<file path="config.mk">
export PLATFORM = sky130hd
export DESIGN_NAME = addsub_bcd_disp
export DESIGN_NICKNAME = d
export VERILOG_FILES = /design/src/rtl/disp_pkg.sv /design/src/rtl/bin2bcd_seq.sv /design/src/rtl/addsub_bcd_disp.sv
export SDC_FILE = /design/constraint.sdc
export NUM_CORES = 1
export LEC_CHECK = 0
export CAP_MARGIN = 20
export CORE_MARGIN = 2
export CORE_UTILIZATION = 53
export CTS_BUF_LIST = sky130_fd_sc_hd__clkbuf_16
export CTS_CLUSTER_SIZE = 25
export DETAILED_ROUTE_END_ITERATION = 10
export GPL_TIMING_DRIVEN = 0
export PLACE_DENSITY = 0.73
export SYNTH_ARGS = -nofsm -noshare
export SYNTH_HDL_FRONTEND = slang
export SYNTH_SLANG_ARGS = --single-unit
</file>
<file path="constraint.sdc">
create_clock -name clk -period 1.9 [get_ports clk]
set_clock_uncertainty 0.1 [all_clocks]
set_input_delay 0.38 -clock clk [delete_from_list [all_inputs] [get_ports clk]]
set_output_delay 0.38 -clock clk [all_outputs]
set_load 0.01 [all_outputs]
</file>
<file path="src/rtl/disp_pkg.sv">
// ---------------------------------------------------------------------------
// disp_pkg
// Shared definitions for the adder/subtractor BCD display path.
//   DIG_MINUS / DIG_BLANK : non-numeric digit codes fed to the segment decoder
//   state_t               : conversion sequencer states (IDLE, SHIFT, DONE)
//   seg_decode()          : 4-bit digit code -> active-low segments {g..a}
//   dec_digits()          : decimal digit count of the largest value held in
//                           a given number of bits (used for sizing checks)
// ---------------------------------------------------------------------------
package disp_pkg;

    localparam logic [3:0] DIG_MINUS = 4'hA;
    localparam logic [3:0] DIG_BLANK = 4'hB;

    typedef enum logic [1:0] {
        IDLE  = 2'd0,
        SHIFT = 2'd1,
        DONE  = 2'd2
    } state_t;

    // Segment order is bit0 = a ... bit6 = g, and a 0 lights the segment.
    function automatic logic [6:0] seg_decode(input logic [3:0] code);
        logic [6:0] seg;
        case (code)
            4'd0:      seg = 7'h40;
            4'd1:      seg = 7'h79;
            4'd2:      seg = 7'h24;
            4'd3:      seg = 7'h30;
            4'd4:      seg = 7'h19;
            4'd5:      seg = 7'h12;
            4'd6:      seg = 7'h02;
            4'd7:      seg = 7'h78;
            4'd8:      seg = 7'h00;
            4'd9:      seg = 7'h10;
            DIG_MINUS: seg = 7'h3F;
            default:   seg = 7'h7F;
        endcase
        return seg;
    endfunction

    function automatic int dec_digits(input int bits);
        longint unsigned v;
        int n;
        v = (64'd1 << bits) - 64'd1;
        n = 1;
        while (v >= 64'd10) begin
            v = v / 64'd10;
            n++;
        end
        return n;
    endfunction

endpackage

</file>
<file path="src/rtl/bin2bcd_seq.sv">
// ---------------------------------------------------------------------------
// bin2bcd_seq
// Sequential shift-add-3 (double-dabble) binary to BCD converter.
// One bit is consumed per clock, so a conversion takes BIN_W cycles after
// the load cycle.
//   clk, rst_n : clock, asynchronous active-low reset
//   load       : capture bin and start a conversion (ignored bits of state
//                from any previous conversion are discarded)
//   bin        : binary value to convert
//   busy       : high while shifts remain
//   done       : high during the final shift cycle; bcd is valid after it
//   bcd        : BCD_D packed nibbles, digit 0 in the low nibble
// ---------------------------------------------------------------------------
module bin2bcd_seq #(
    parameter int BIN_W = 9,
    parameter int BCD_D = 3
) (
    input  logic               clk,
    input  logic               rst_n,
    input  logic               load,
    input  logic [BIN_W-1:0]   bin,
    output logic               busy,
    output logic               done,
    output logic [4*BCD_D-1:0] bcd
);

    localparam int CNT_W = $clog2(BIN_W + 1);

    logic [BIN_W-1:0]   bin_q;
    logic [4*BCD_D-1:0] bcd_q;
    logic [4*BCD_D-1:0] adj;
    logic [CNT_W-1:0]   cnt_q;

    // Pre-shift correction: any nibble of 5 or more would become 10+ after
    // doubling, so bias it by 3 to make the carry land in the next nibble.
    always_comb begin
        adj = bcd_q;
        for (int i = 0; i < BCD_D; i++) begin
            if (bcd_q[4*i +: 4] >= 4'd5) begin
                adj[4*i +: 4] = bcd_q[4*i +: 4] + 4'd3;
            end
        end
    end

    assign done = busy && (cnt_q == CNT_W'(1));
    assign bcd  = bcd_q;

    // Shift the corrected BCD register and the binary register as one long
    // word, MSB of the binary side feeding the BCD LSB.
    always_ff @(posedge clk or negedge rst_n) begin
        if (!rst_n) begin
            bin_q <= '0;
            bcd_q <= '0;
            cnt_q <= '0;
            busy  <= 1'b0;
        end else if (load) begin
            bin_q <= bin;
            bcd_q <= '0;
            cnt_q <= CNT_W'(BIN_W);
            busy  <= 1'b1;
        end else if (busy) begin
            bcd_q <= {adj[4*BCD_D-2:0], bin_q[BIN_W-1]};
            bin_q <= bin_q << 1;
            cnt_q <= cnt_q - 1'b1;
            if (cnt_q == CNT_W'(1)) begin
                busy <= 1'b0;
            end
        end
    end

endmodule

</file>
<file path="src/rtl/addsub_bcd_disp.sv">
// ---------------------------------------------------------------------------
// addsub_bcd_disp
// Adds or subtracts two unsigned operands, converts the WIDTH+1-bit result
// to BCD with a sequential converter, and scans it onto a multiplexed
// common-anode 7-segment display with leading-zero blanking.
// The conversion loop free-runs: IDLE (sample) -> SHIFT x WIDTH+1 -> DONE.
//   clk, rst_n : clock, asynchronous active-low reset
//   a, b       : unsigned operands
//   sub        : 0 = a+b, 1 = a-b
//   sseg       : active-low segments, bit0 = a ... bit6 = g
//   an         : active-low one-cold anode enables, index 0 = units
//   busy       : conversion in progress
//   upd        : one-cycle pulse after the display register loads
// Build option: define SIGNED_RESULT_EN to show a negative difference as
// a magnitude with a minus sign in the top digit; otherwise the raw
// WIDTH+1-bit result is shown as an unsigned number.
// ---------------------------------------------------------------------------
module addsub_bcd_disp
    import disp_pkg::*;
#(
    parameter int WIDTH       = 8,
    parameter int DIGITS      = 4,
    parameter int REFRESH_DIV = 50000
) (
    input  logic              clk,
    input  logic              rst_n,
    input  logic [WIDTH-1:0]  a,
    input  logic [WIDTH-1:0]  b,
    input  logic              sub,
    output logic [6:0]        sseg,
    output logic [DIGITS-1:0] an,
    output logic              busy,
    output logic              upd
);

    localparam int RES_W = WIDTH + 1;
    localparam int BCD_D = DIGITS - 1;
    localparam int IDX_W = (DIGITS > 1) ? $clog2(DIGITS) : 1;
    localparam int REF_W = (REFRESH_DIV > 1) ? $clog2(REFRESH_DIV) : 1;

    // The top digit is reserved for the sign, so the rest must hold the
    // largest possible result.
    if (BCD_D < dec_digits(RES_W)) begin : g_digit_check
        $error("addsub_bcd_disp: DIGITS too small for WIDTH");
    end

    state_t             state;
    logic [RES_W-1:0]   res_mag;
    logic               res_neg;
    logic               neg_pend;
    logic               conv_busy;
    logic               conv_done;
    logic [4*BCD_D-1:0] conv_bcd;
    logic [4*BCD_D-1:0] disp_bcd;
    logic               disp_neg;
    logic [REF_W-1:0]   ref_cnt;
    logic [IDX_W-1:0]   scan_idx;
    logic [DIGITS-1:0]  lead_zero;
    logic [3:0]         cur_code;

    // Result magnitude and sign from the live operands; only consumed in
    // IDLE, so changes during a conversion have no effect.
    always_comb begin
`ifdef SIGNED_RESULT_EN
        res_neg = sub && (a < b);
        if (res_neg) begin
            res_mag = {1'b0, b} - {1'b0, a};
        end else if (sub) begin
            res_mag = {1'b0, a} - {1'b0, b};
        end else begin
            res_mag = {1'b0, a} + {1'b0, b};
        end
`else
        res_neg = 1'b0;
        if (sub) begin
            res_mag = {1'b0, a} - {1'b0, b};
        end else begin
            res_mag = {1'b0, a} + {1'b0, b};
        end
`endif
    end

    bin2bcd_seq #(
        .BIN_W (RES_W),
        .BCD_D (BCD_D)
    ) u_conv (
        .clk   (clk),
        .rst_n (rst_n),
        .load  (state == IDLE),
        .bin   (res_mag),
        .busy  (conv_busy),
        .done  (conv_done),
        .bcd   (conv_bcd)
    );

    // Conversion sequencer. The display register is written only in DONE
    // so a partially shifted value is never visible.
    always_ff @(posedge clk or negedge rst_n) begin
        if (!rst_n) begin
            state    <= IDLE;
            busy     <= 1'b0;
            upd      <= 1'b0;
            neg_pend <= 1'b0;
            disp_bcd <= '0;
            disp_neg <= 1'b0;
        end else begin
            upd <= 1'b0;
            case (state)
                IDLE: begin
                    neg_pend <= res_neg;
                    busy     <= 1'b1;
                    state    <= SHIFT;
                end
                SHIFT: begin
                    if (conv_done || !conv_busy) begin
                        state <= DONE;
                    end
                end
                DONE: begin
                    disp_bcd <= conv_bcd;
                    disp_neg <= neg_pend;
                    upd      <= 1'b1;
                    busy     <= 1'b0;
                    state    <= IDLE;
                end
                default: state <= IDLE;
            endcase
        end
    end

    // lead_zero[i] is set when digit i and every digit above it are zero;
    // the sign position has no BCD digit of its own.
    always_comb begin
        lead_zero = '0;
        lead_zero[DIGITS-1] = 1'b1;
        for (int i = BCD_D - 1; i >= 0; i--) begin
            lead_zero[i] = lead_zero[i+1] && (disp_bcd[4*i +: 4] == 4'd0);
        end
    end

    // Digit code for the slot about to be driven; units is never blanked.
    always_comb begin
        cur_code = DIG_BLANK;
        for (int i = 0; i < BCD_D; i++) begin
            if (int'(scan_idx) == i) begin
                cur_code = (i != 0 && lead_zero[i]) ? DIG_BLANK : disp_bcd[4*i +: 4];
            end
        end
        if (int'(scan_idx) == DIGITS - 1 && disp_neg) begin
            cur_code = DIG_MINUS;
        end
    end

    // Refresh scan: anode and segment registers load together on each
    // slot boundary so the new digit never appears on the old anode.
    always_ff @(posedge clk or negedge rst_n) begin
        if (!rst_n) begin
            ref_cnt  <= '0;
            scan_idx <= '0;
            an       <= '1;
            sseg     <= 7'h7F;
        end else if (ref_cnt == REF_W'(REFRESH_DIV - 1)) begin
            ref_cnt  <= '0;
            an       <= ~(DIGITS'(1) << scan_idx);
            sseg     <= seg_decode(cur_code);
            scan_idx <= (scan_idx == IDX_W'(DIGITS - 1)) ? '0 : scan_idx + 1'b1;
        end else begin
            ref_cnt <= ref_cnt + 1'b1;
        end
    end

endmodule

</file>
**After elaboration in Yosys (flattened, before gate mapping)**

Memory sizes are Yosys's and may differ from the RTL's. A register that Yosys moved wholly into a read port is not among the register bits.
Cells that the tools add are included.
W data, S select, Z words.

- Register bits after elaboration: 64
- Bits in read-only memories: 112
- Input port bits: 19
- Output and inout port bits: 13
- Word-level logic and storage cells: 68
- Memories kept: 1

Memory list:

| memory | depth | width | read ports | clocked after memory_dff | write ports | line | source |
|---|---|---|---|---|---|---|---|
| (name not given) | 16 | 7 | 1 | 1 | 0 | disp_pkg.sv:24 | `case (code)` |

- Add/subtract/negate cells: 8
- Order comparisons: 3
- Equality and inequality tests: 8
- Shift-type cells: 1
- Multiplexer cells: 24
- Bitwise operators: 1
- Reductions and logical operators: 11

Operators with widths:

| cell | count |
|---|---|
| $mux W4 | 9 |
| $mux W9 | 3 |
| $mux W12 | 2 |
| $add A16 B1 Y16 const B | 1 |
| $eq A16 B16 Y1 const B | 1 |
| $mux W16 | 1 |
| $ge A4 B3 Y1 const B | 3 |
| $add A8 B8 Y9 | 1 |
| $sub A8 B8 Y9 | 1 |
| $add A4 B2 Y4 const B | 2 |
| $eq A2 B2 Y1 const B | 4 |
| $logic_not A4 Y1 | 2 |
| $eq A4 B1 Y1 const B | 1 |
| $logic_not A2 Y1 | 2 |
| $mux W1 | 4 |
| $mux W2 | 2 |
| $not A4 Y4 | 1 |
| $pmux W2 S2 | 1 |
| $reduce_bool A2 Y1 | 2 |
| $shl A1 B2 Y4 const A | 1 |
| $sub A4 B1 Y4 const B | 1 |
| $add A3 B2 Y3 const B | 1 |
| $mux W3 | 1 |
| $add A2 B1 Y2 const B | 1 |
| other kinds (6) | 8 |

**Longest topological paths before layout**

- Depth after elaboration: 5
- Depth in mapped cells: 10
- Gate-level depth less buffers: 10

**By module**

A second synthesis with hierarchy kept.

- Cell total of the unflattened synthesis: 414
- Area total of the unflattened synthesis: 4125.2 sq um

Modules (own cells, without submodules):

| module | instances | cells an instance | area an instance (sq um) | seq. area each (sq um) |
|---|---|---|---|---|
| addsub_bcd_disp | 1 | 269 | 2722.6 | 1139.8 |
| bin2bcd_seq | 1 | 145 | 1402.6 | 650.6 |

**Least setup slack after synthesis**

Ideal clock, no wire load.

- Path kind: input to register
- Start: in b[3]
- End: reg u_conv.bin_q[7]
- Library setup time: 131 ps
- Arrival: 2141 ps
- Data required time: 1669 ps
- Path slack: -472 ps
- Stages on the path: 8
- Buffers on the path: 0
- Path through: nor3_1 -> a21oi_1 -> xnor2_1 -> ha_1 -> or3_1 -> or3_1 -> a2111oi_2 -> nor3b_1

- Longest elaborated chain between the ends: 3
- Elaborated cells between the ends (all ways): 4
- Those cells by class: add/sub (2); mux (2)

RTL lines:

| what | line | source |
|---|---|---|
| from (decl) | addsub_bcd_disp.sv:28 | `input logic [WIDTH-1:0] b,` |
| $add A8 B8 Y9 / $sub A8 B8 Y9 (equally long branches) | addsub_bcd_disp.sv:78, addsub_bcd_disp.sv:76 |  |
| $mux W9 * | addsub_bcd_disp.sv:75 | `if (sub) begin` |
| $mux W9 * | bin2bcd_seq.sv:56 | `end else if (load) begin` |
| to (signal assigned) | bin2bcd_seq.sv:57 | `bin_q <= bin;` |
| to (signal assigned) | bin2bcd_seq.sv:63 | `bin_q <= bin_q << 1;` |
| to (decl) | bin2bcd_seq.sv:29 | `logic [BIN_W-1:0] bin_q;` |

Every way passes the cells marked *; elsewhere a longest branch is shown, timed or not.
A chain may end at the register's enable or synchronous reset.

**Worst setup path in the final report**

- Start: in b[4]
- End: reg u_conv.bin_q[7]

The elaborated chain is that of the path after synthesis.

==> impl_metrics.csv <==
group,metric,value,unit
status,status,"complete, but fails checks",
status,violations,"setup timing",
timing,tightest_slew,867,ps
placement,dp_hpwl,5830,µm
synth,synth_top_family_by_area,"simple AND/OR/NAND/NOR gates",
synth,yosysWarnings,0,
synth,yosys.area_share.adder,8.69,%
clock_tree,clock_latency,330,ps
synth,synthXorXnorAreaFrac,6.59,%
worst_setup_path,cp-endpoint,"u_conv.bin_q[7]$_DFFE_PN0P_",
cells_and_area,final_nets,538,
floorplan,rows,32,
grt,grtUsageTotal,22.4,%
cells_and_area,n_fill_cell,536,
timing,relSlewSlack,42.2,%
power,power,4.96,mW
worst_setup_path,cp_max_fo,2,
power,irDropWorstVdd,0.504,mV
floorplan,dieArea,8490,µm²
routing,drt-initial-drc-count,196,
worst_setup_path,reg2regPathDepth,10,
clock_tree,clkTransAtPathRegs,50,ps
synth,synth_mux_area_share,6.68,%
worst_setup_path,rrSetupSlack,-110,ps
timing,finalHoldViolations,0,
synth,synth_area_per_cell,9.92,µm²
floorplan,die_w,92.1,µm
worst_hold_path,hold_class,"in2async",
worst_setup_path,max_stage_delay,420,ps
grt,grt.overflow.total,0,
placement,dp_slack,-1160,ps
synth,synth-simple-area-share,17.7,%
clock_tree,cts-root-buf,"clkbuf_16",
worst_setup_path,cp.arrival,2220,ps
worst_setup_path,crit_start,"b[4]",
timing,fmax,0.471,GHz
synth,async_flop_share,100,%
clock_tree,clock_sink_count,71,
flow_run,maxCapViolCount,0,
clock_tree,cts.htree.levels,3,
floorplan,io_pins,32,
worst_setup_path,r2r_start,"scan_idx[0]$_DFFE_PN0N_",
placement,io_buffers,30,
power,switchingPower,1.47,mW
grt,grt_max_degree,72,
worst_setup_path,critical_path_class,"in2reg",
grt,grt_pass1_vias,3217,
synth,synth_area_leaders,"dfrtp_1, ha_1, dfstp_2",
routing,dr.pass1.iters,4,
power,p_clk_share,34.9,%
synth,synth_area,4120,µm²
grt,antenna_found_initial,0,
worst_setup_path,critPathTopFamily,"simple AND/OR/NAND/NOR gates",
synth,synth-main-ff-cell,"dfrtp_1",
cells_and_area,antennaDiodeCount,0,
worst_setup_path,cp-start-kind,"primary input",
power,powerDensity,895,nW/µm²
synth,synth_edf_count,0,
floorplan,coreArea,7610,µm²
cells_and_area,syn_to_final_growth,34.6,%
placement,finalWeightedCongestion,0.845,
routing,drtAntennaViolNets,0,
power,switching_share,29.6,%
floorplan,start_util,54.1,%
worst_setup_path,cp_slowest_cell,"or3_4",
worst_setup_path,endpoint_kind,"flop",
routing,wl_per_cell,15.2,µm
routing,drc,0,
worst_setup_path,required,2000,ps
timing,period_share,112,%
timing,finalWorstSetupSlack,-223,ps
synth,synth-compound-area-share,13.2,%
routing,via_count,3317,
clock_tree,cts_tree,"done",
synth,synth-seq-area-share,43.5,%
synth,ys_ff_latch,71,
floorplan,die_y,92.1,µm
worst_setup_path,r2r-end,"sseg[5]$_DFFE_PN1N_",
power,leakagePower,2.46,nW
synth,syn-num-nets,462,
cells_and_area,drive_gt1_share,30.9,%
timing,setup_viol,9,
timing,rsz0062_at_grt,"yes",
synth,synth_cell_types,53,
grt,grt_pass1_wl,15200,µm
synth,synth.top_cell.area_share,36.5,%
power,internal_power,3.49,mW
worst_setup_path,crit_chain,"buf_8, nor3_4, a21oi_2, xnor2_1, ha_2, or3_1, or3_4, a2111oi_4, nor3b_1",
power,p_comb_share,28.1,%
clock_tree,clk_path_buf_depth,2,
routing,wl,9060,µm
worst_setup_path,cp.depth,9,
clock_tree,cts_hold_buf,0,
clock_tree,numCtsBuffers,9,
timing,finalCriticalPeriod,2120,ps
synth,yosysTopAreaCell,"dfrtp_1",
power,seqPwrFrac,37.0,%
worst_setup_path,critical_path_buf_inv_count,1,
timing,slew_violations,0,
synth,syn_inst,415,
routing,vias_per_cell,5.56,
## per-layer routing
| metal | part of all wire, % | vias up | global-route usage, % |
|---|---|---|---|
| li1 | - | 1614 | - |
| met2 | 50 | 60 | 36.7 |
| met5 | 0 | - | 0 |
| met4 | 1.7 | 0 | 8.46 |
| met3 | 2.9 | 15 | 4.11 |
| met1 | 45 | 1628 | 29.6 |
## Yosys cell counts, drive strengths merged (3+ instances only)
| cell | number |
|---|---|
| nand2b | 13 |
| or3 | 6 |
| a22o | 3 |
| a211oi | 5 |
| o211a | 3 |
| o221a | 3 |
| nor3 | 12 |
| and2 | 5 |
| nand4 | 4 |
| dfstp | 11 |
| a21oi | 18 |
| inv | 25 |
| nor2b | 5 |
| dfrtp | 60 |
| nand2 | 39 |
| mux2i | 14 |
| xor2 | 9 |
| nor2 | 27 |
| o211ai | 4 |
| and3 | 3 |
| o2111ai | 3 |
| clkbuf | 9 |
| nand3 | 16 |
| ha | 27 |
| o21ai | 23 |
| nor4 | 4 |
| mux2 | 12 |
| a211o | 3 |
| xnor2 | 22 |
| buf | 5 |
## power groups by stage
stage | registers [mW] | clock network, mW | logic (mW)
floorplan | 1.80 | 0 | 0.844
global placement | 1.85 | 0 | 1.02
detailed placement | 1.85 | 0 | 1.05
CTS | 1.83 | 1.74 | 1.26
global route | 1.85 | 1.81 | 1.53
finish | 1.83 | 1.73 | 1.39
## how the worst min path moves through the flow
| stage | cells past startpoint | endpoint | from |
|---|---|---|---|
| 3_3_place_gp | 2 | busy$_DFFE_PN0P_ | busy$_DFFE_PN0P_ |
| 5_1_grt | 1 | u_conv.bcd[5]$_DFFE_PN0P_ | rst_n |
| 2_1_floorplan | 0 | busy$_DFFE_PN0P_ | rst_n |
| 4_1_cts | 1 | u_conv.bcd[5]$_DFFE_PN0P_ | rst_n |
| 3_5_place_dp | 2 | sseg[4]$_DFFE_PN1N_ | sseg[4]$_DFFE_PN1N_ |
| 6_report | 1 | u_conv.bcd[5]$_DFFE_PN0P_ | rst_n |
## stage by stage
stage | hold slack [ps] | utilization (%) | instances | TNS (ps) | cell area (µm²)
floorplan | -15.6 | - | 415 | -890 | 4320
global placement | 361 | 62.4 | 547 | -139710 | 4750
detailed placement | 375 | 62.4 | 547 | -8560 | 4740
CTS | 105 | 70.3 | 585 | -718 | 5350
global route | 144 | 72.9 | 597 | -2070 | 5540
finish | 63.5 | 72.9 | 597 | -908 | 5540
## kinds of logic (layout without fill, tap and decap cells)
| logic type | count (synthesis) | after routing |
|---|---|---|
| and+or+nand+nor | 142 | 142 |
| AOI/OAI and AO/OA | 78 | 78 |
| DFF | 71 | 71 |
| buffers and inverters | 39 | 119 |
| xor gates and xnor gates | 31 | 31 |
| adders and majority gates | 28 | 28 |
| muxes | 26 | 26 |
## sequential cells by signal, summed over array words and instances (netlist names), 2 cells and up
signal        flops
an                4
disp_bcd         12
ref_cnt          16
scan_idx          2
sseg              7
state             2
u_conv.bcd       12
u_conv.bin_q      9
u_conv.cnt_q      4
## cell usage in the layout, fill, tap and decap left out, types with 11 or more instances in the layout
cell type	n
a21oi_1	13
buf_4	33
clkdlybuf4s50_1	18
dfrtp_1	57
dfstp_2	11
ha_1	12
inv_1	17
mux2_2	12
mux2i_1	13
nand2_1	35
nand2b_1	12
nand3_1	15
nor2_1	22
o21ai_0	15
xnor2_1	21
## worst reg2reg max path: stages, from the launching register on
cell	delay [ps]
dfrtp_2	400
inv_2	70
ha_4	180
nand2b_4	150
a211o_1	250
o211a_4	190
inv_6	100
ha_4	140
nand2_2	50
o21a_1	100
o221a_2	220
## cell type report
class | instances | area (µm²) | area share (%)
Multi-Input combinational cell | 305 | 2530 | 45.6
Tap cell | 102 | 128 | 2.30
Clock inverter | 6 | 76.3 | 1.38
Clock buffer | 9 | 225 | 4.06
Sequential cell | 71 | 1790 | 32.4
Buffer | 14 | 78.8 | 1.42
Timing Repair Buffer | 65 | 594 | 10.7
Inverter | 25 | 116 | 2.10
## timing repair
action / 4_1_cts / 5_1_grt
setup endpoints to repair: 23 / 32
cloned: 0 / 1
gates resized for setup: 68 / 33
buffers inserted: 23 / 12
pin swaps: 34 / 37
No activity file was read; power rests on OpenSTA's default activity.
